### config.mk
export PLATFORM = sky130hd
export DESIGN_NAME = hdmi_cfg_sequencer
export DESIGN_NICKNAME = d
export VERILOG_FILES = /design/src/rtl/hdmi_cfg_pkg.sv /design/src/rtl/hdmi_cfg_rom.sv /design/src/rtl/hdmi_cfg_sequencer.sv
export SDC_FILE = /design/constraint.sdc
export NUM_CORES = 1
export LEC_CHECK = 0
export ABC_AREA = 1
export CORE_ASPECT_RATIO = 1.1
export CORE_MARGIN = 4
export CORE_UTILIZATION = 55
export CTS_CLUSTER_DIAMETER = 40
export DETAILED_ROUTE_END_ITERATION = 6
export PLACE_DENSITY_LB_ADDON = 0.15
export SYNTH_ARGS = -nofsm -noshare
export SYNTH_HDL_FRONTEND = slang
export SYNTH_HIERARCHICAL = 1
export SYNTH_SLANG_ARGS = --single-unit
### constraint.sdc
create_clock -name clk -period 4 [get_ports clk]
set_clock_uncertainty 0.15 [all_clocks]
set_input_delay 0.8 -clock clk [delete_from_list [all_inputs] [get_ports clk]]
set_output_delay 0.8 -clock clk [all_outputs]
set_load 0.01 [all_outputs]
### src/rtl/hdmi_cfg_pkg.sv
// hdmi_cfg_pkg: shared types, VIC lookup and default register table for the HDMI config sequencer
package hdmi_cfg_pkg;
  typedef enum logic [2:0] {S_SETTLE, S_LOAD, S_REQ, S_WAIT, S_NEXT, S_DONE, S_ERROR} state_t;
  typedef struct packed {
    logic [7:0] addr;
    logic [7:0] data;
  } entry_t;
  localparam int TABLE_LEN = 32;
  localparam entry_t CFG_TABLE [TABLE_LEN] = '{
    16'h4110, 16'h9803, 16'h9AE0, 16'h9C30, 16'h9D61, 16'h3C00, 16'hA2A4, 16'hA3A4,
    16'hE0D0, 16'hF900, 16'h1500, 16'h1630, 16'h1700, 16'h1846, 16'hAF06, 16'h4080,
    16'h4C04, 16'hBA60, 16'hD6C0, 16'h5512, 16'h5628, 16'h9620, 16'hD03C, 16'hE460,
    16'hFA7D, 16'hDE9C, 16'hE2E0, 16'hA544, 16'hAB40, 16'h9480, 16'h0A01, 16'h0100
  };
  function automatic logic [7:0] vic_lut(input logic [3:0] mode);
    case (mode)
      4'd0: return 8'h01;
      4'd1: return 8'h04;
      4'd2: return 8'h10;
      4'd3: return 8'h02;
      4'd4: return 8'h13;
      4'd5: return 8'h1F;
      default: return 8'h00;
    endcase
  endfunction
endpackage

### src/rtl/hdmi_cfg_rom.sv
// hdmi_cfg_rom: combinational register-table lookup, entries past the table read as zero
module hdmi_cfg_rom
  import hdmi_cfg_pkg::*;
#(
  parameter int N_REGS = 32
) (
  input  logic [7:0] idx,
  output entry_t     entry
);
  assign entry = (idx < 8'(N_REGS) && idx < 8'(TABLE_LEN)) ? CFG_TABLE[idx[4:0]] : '0;
endmodule

### src/rtl/hdmi_cfg_sequencer.sv
// hdmi_cfg_sequencer: walks the register table through an I2C byte-write engine, restarting on hot-plug or mode change
module hdmi_cfg_sequencer
  import hdmi_cfg_pkg::*;
#(
  parameter int         N_REGS     = 32,
  parameter logic [7:0] DEV_ADDR   = 8'h72,
  parameter int         SETTLE_CYC = 1_000_000,
  parameter int         RETRY_MAX  = 3,
  parameter int         VIC_IDX    = 5
) (
  input  logic       clk,
  input  logic       reset,
  input  logic       tx_int,
  input  logic [3:0] mode,
  input  logic       mode_change,
  output logic       wr_req,
  output logic [7:0] wr_dev,
  output logic [7:0] wr_addr,
  output logic [7:0] wr_data,
  input  logic       wr_ack,
  input  logic       wr_nack,
  output logic       busy,
  output logic       cfg_done,
  output logic       cfg_error,
  output logic [7:0] err_count
);
  state_t      state, state_next;
  logic [31:0] settle_cnt;
  logic [7:0]  idx, retry;
  logic        sync1, sync2, sync_q, restart_pend;
  logic        hot_plug, ack, restart_clr;
  entry_t      rom_entry;

  hdmi_cfg_rom #(.N_REGS(N_REGS)) u_rom (.idx(idx), .entry(rom_entry));

  assign hot_plug    = sync_q & ~sync2;
  assign ack         = wr_req & wr_ack;
  assign restart_clr = restart_pend & (state_next == S_SETTLE);
  assign wr_req      = state inside {S_REQ, S_WAIT};
  assign busy        = !(state inside {S_DONE, S_ERROR});
  assign cfg_done    = state == S_DONE;
  assign cfg_error   = state == S_ERROR;

  // state register
  always_ff @(posedge clk)
    state <= reset ? S_SETTLE : state_next;

  // next state: a pending restart wins everywhere except mid-handshake, where it waits for wr_ack
  always_comb begin
    state_next = state;
    case (state)
      S_SETTLE:      state_next = (!restart_pend && settle_cnt == 32'(SETTLE_CYC - 1)) ? S_LOAD : S_SETTLE;
      S_LOAD:        state_next = restart_pend ? S_SETTLE : S_REQ;
      S_REQ, S_WAIT: state_next = !ack ? S_WAIT : restart_pend ? S_SETTLE : !wr_nack ? S_NEXT :
                                  retry < 8'(RETRY_MAX) ? S_LOAD : S_ERROR;
      S_NEXT:        state_next = restart_pend ? S_SETTLE : idx == 8'(N_REGS - 1) ? S_DONE : S_LOAD;
      S_DONE,
      S_ERROR:       state_next = restart_pend ? S_SETTLE : state;
      default:       state_next = S_SETTLE;
    endcase
  end

  // datapath: synchronizer, restart flag, counters and the latched write fields
  always_ff @(posedge clk) begin
    if (reset) begin
      {sync1, sync2, sync_q} <= 3'b111;
      restart_pend <= 1'b0;
      settle_cnt   <= '0;
      idx          <= '0;
      retry        <= '0;
      err_count    <= '0;
      wr_dev       <= '0;
      wr_addr      <= '0;
      wr_data      <= '0;
    end else begin
      {sync1, sync2, sync_q} <= {tx_int, sync1, sync2};
      restart_pend <= (restart_pend & ~restart_clr) | hot_plug | mode_change;
      settle_cnt   <= (state == S_SETTLE && !restart_pend) ? settle_cnt + 32'd1 : '0;
      idx          <= state == S_SETTLE ? '0 : (state == S_NEXT && state_next == S_LOAD) ? idx + 8'd1 : idx;
      retry        <= (state == S_SETTLE || (ack && !wr_nack)) ? '0 :
                      (ack && state_next == S_LOAD) ? retry + 8'd1 : retry;
      err_count    <= (ack && wr_nack && err_count != 8'hFF) ? err_count + 8'd1 : err_count;
      if (state == S_LOAD) begin
        wr_dev  <= DEV_ADDR;
        wr_addr <= rom_entry.addr;
        wr_data <= idx == 8'(VIC_IDX) ? vic_lut(mode) : rom_entry.data;
      end
    end
  end
endmodule

==> flow_metrics.py <==
metrics = {
    "power_and_ir_drop": {
        "p_leak_nw": 2.15,
        "ir_drop_mv": 0.225,
        "p_per_area_nw_per_um2": 258,
        "p_total_w": 0.00141,
    },
    "routing": {
        "viasPerCell": 5.43,
        "vias": 4705,
        "drtIter0Drc": 212,
        "first_pass_iters": 6,
        "drc": 0,
        "wl_per_cell_um": 12.9,
        "route.antenna.remaining_nets": 0,
        "drt_wl_total_um": 11200,
    },
    "floorplan": {
        "rows": 35,
        "coreArea_um2": 8500,
        "initial_core_util_pct": 57.3,
        "ioPinCount": 46,
        "die_width_um": 97.7,
        "dieArea_um2": 10400,
        "die_h_um": 107,
    },
    "timing": {
        "rsz0062_at_grt": "no",
        "setup_viol": 0,
        "slew_viol_final": 0,
        "period_share_pct": 65.8,
        "period_needed_ns": 2.63,
        "tns_ns": 0,
        "tightestPinTransition_ns": 0.792,
        "relSlewSlack_pct": 47.2,
        "max_freq_mhz": 380,
        "hold_violations": 0,
    },
    "min_path": {
        "hold_class": "register to register",
    },
    "clock_network": {
        "clkLatencyLatePin_ns": 0.36,
        "cts_tree": "built",
        "cts-root-buf": "clkbuf_8",
        "cts.sinks": 80,
        "cts_setup_buffers": 0,
        "cts_buffer_depth": 2,
        "h-tree-depth": 3,
        "cts_resized": 0,
        "cts-hold-fix-buffers": 0,
        "cts_made_buffers": 9,
        "path_clk_slew_ns": 0.09,
    },
    "final_layout": {
        "antenna_cells": 0,
        "drive_gt1_share_pct": 9.92,
        "area_growth_pct": 12.0,
        "nets": 774,
    },
    "flow_run": {
        "maxCapViolCount": 0,
    },
    "placement": {
        "gp_congestion": 0.910,
        "hpwl_um": 8490,
        "numPortBuffers": 41,
    },
    "worst_setup_path": {
        "crit_required_ns": 3.05,
        "setup.worst_path.start_class": "register",
        "worstPathMaxFanout": 5,
        "slowest_stage": "clkdlybuf4s50_1",
        "critPathCaptureType": "output pin",
        "critical_path.top_delay_family": "buffers and inverters",
        "cp_cell_sequence": "inv_2 > nand2_2 > o21ai_1 > inv_1 > clkdlybuf4s50_1",
        "path_class": "register to output pin",
        "arrival_ns": 1.68,
        "critPathBufInv": 3,
        "slowest_delay_ns": 0.53,
    },
    "global_route": {
        "grt_max_degree": 27,
        "grt_pass1_wl_um": 19500,
        "grtUsageTotal_pct": 22.0,
        "grt_pass1_vias": 4371,
        "antenna_found_initial": 0,
        "grt_overflow_total": 0,
    },
    "synthesis": {
        "yosysMostFrequentCell": "nand2_1",
        "synth_edf_count": 0,
        "ys_top_cells_by_area": "dfxtp_1, nand2_1, nor2_1",
        "netlist_area_um2": 4870,
        "yosys_warnings": 6,
        "ys.flop_type": "dfxtp_1",
        "synthArstFlopShare_pct": 0,
        "synth_top_cells_by_count": "nand2_1, nor2_1, inv_1",
        "yosysSeqAreaShare_pct": 32.9,
        "syn-instance-count": 719,
        "yosys.area.top_type_share_pct": 32.9,
        "synth.avg_cell_area_um2": 6.77,
        "ys_types": 47,
        "synth.largest_area_cell": "dfxtp_1",
        "ys_seq_elements": 80,
    },
    "status": {
        "status": "complete, no violations",
    },
}
==> state kept, by name, indices dropped and copies added (netlist names) <==
register,count
sync2,1
err_count,8
wr_data,8
sync_q,1
sync1,1
restart_pend,1
retry,8
wr_dev,1
settle_cnt,32
idx,8
state,3
wr_addr,8
==> final timing paths <==
check / from / cells past startpoint / slack (ns) / end
min reg2reg: sync1$_SDFF_PP1_ / 1 / 0.27 / sync2$_SDFF_PP1_
max reg2reg: idx[0]$_SDFFE_PP0P_ / 10 / 1.73 / wr_data[1]$_SDFFE_PP0N_
min: sync1$_SDFF_PP1_ / 1 / 0.27 / sync2$_SDFF_PP1_
max: state[1]$_SDFF_PP0_ / 5 / 1.37 / busy
==> cells by family after synthesis <==
family	count (synthesis)	synth area share, %
and+or+nand+nor	368	36.6
AOI/OAI and AO/OA	131	14.9
buffers and inverters	119	10.9
DFF	80	32.9
adders and majority gates	13	3.34
xor gates and xnor gates	7	1.26
other	1	0.0770
==> final cells by class <==
cell class / instances / area [um2]
fillers: 811 / 3040
clock buffers: 10 / 138
clock inverters: 6 / 48.8
well taps: 111 / 139
inverters: 95 / 359
repair buffers: 42 / 418
multi-input cells: 523 / 2750
flip-flops and latches: 80 / 1600
==> power breakdown <==
group / leakage, nW / switching, W / total [W] / internal (W)
sequential: 0.645 / 0.00000216 / 0.000801 / 0.000799
clock: 0.0912 / 0.000315 / 0.000565 / 0.000250
combinational: 1.41 / 0.0000251 / 0.0000391 / 0.0000141
total: 2.15 / 0.000342 / 0.00141 / 0.00106
==> stage by stage <==
| stage | std cells | setup slack, ns | utilization (%) | instance area, um2 | hold slack (ns) |
|---|---|---|---|---|---|
| after global routing | 867 | 1.29 | 64.2 | 5450 | 0.299 |
| after floorplan | 722 | 2.04 | - | 4880 | 0.239 |
| final | 867 | 1.37 | 64.2 | 5450 | 0.266 |
| after detailed placement | 851 | 1.13 | 62.0 | 5270 | 0.248 |
| after CTS | 867 | 1.35 | 64.2 | 5450 | 0.271 |
| after global placement | 851 | 1.19 | 62.0 | 5270 | 0.246 |
==> cell usage in the layout, fill, tap and decap left out, drive strengths merged <==
cell / n
a211oi: 1
a21oi: 58
a31oi: 6
and2: 1
and3: 2
buf: 1
clkbuf: 10
clkdlybuf4s50: 41
clkinv: 2
clkinvlp: 2
conb: 4
dfxtp: 80
ha: 13
inv: 97
nand2: 145
nand3: 60
nand4: 18
nor2: 103
nor3: 22
nor3b: 3
nor4: 2
o211ai: 4
o21a: 3
o21ai: 57
o21bai: 2
or2: 12
xnor2: 1
xor2: 6
==> per-layer routing <==
metal / GRT usage [%] / vias up / part of all wire (%)
met5: 0 / - / 0
met1: 26.2 / 2151 / 43
met3: 3.71 / 27 / 4.5
li1: - / 2397 / -
met4: 8.51 / 0 / 2.5
met2: 39.6 / 130 / 50
No activity file was read; power rests on OpenSTA's default activity.
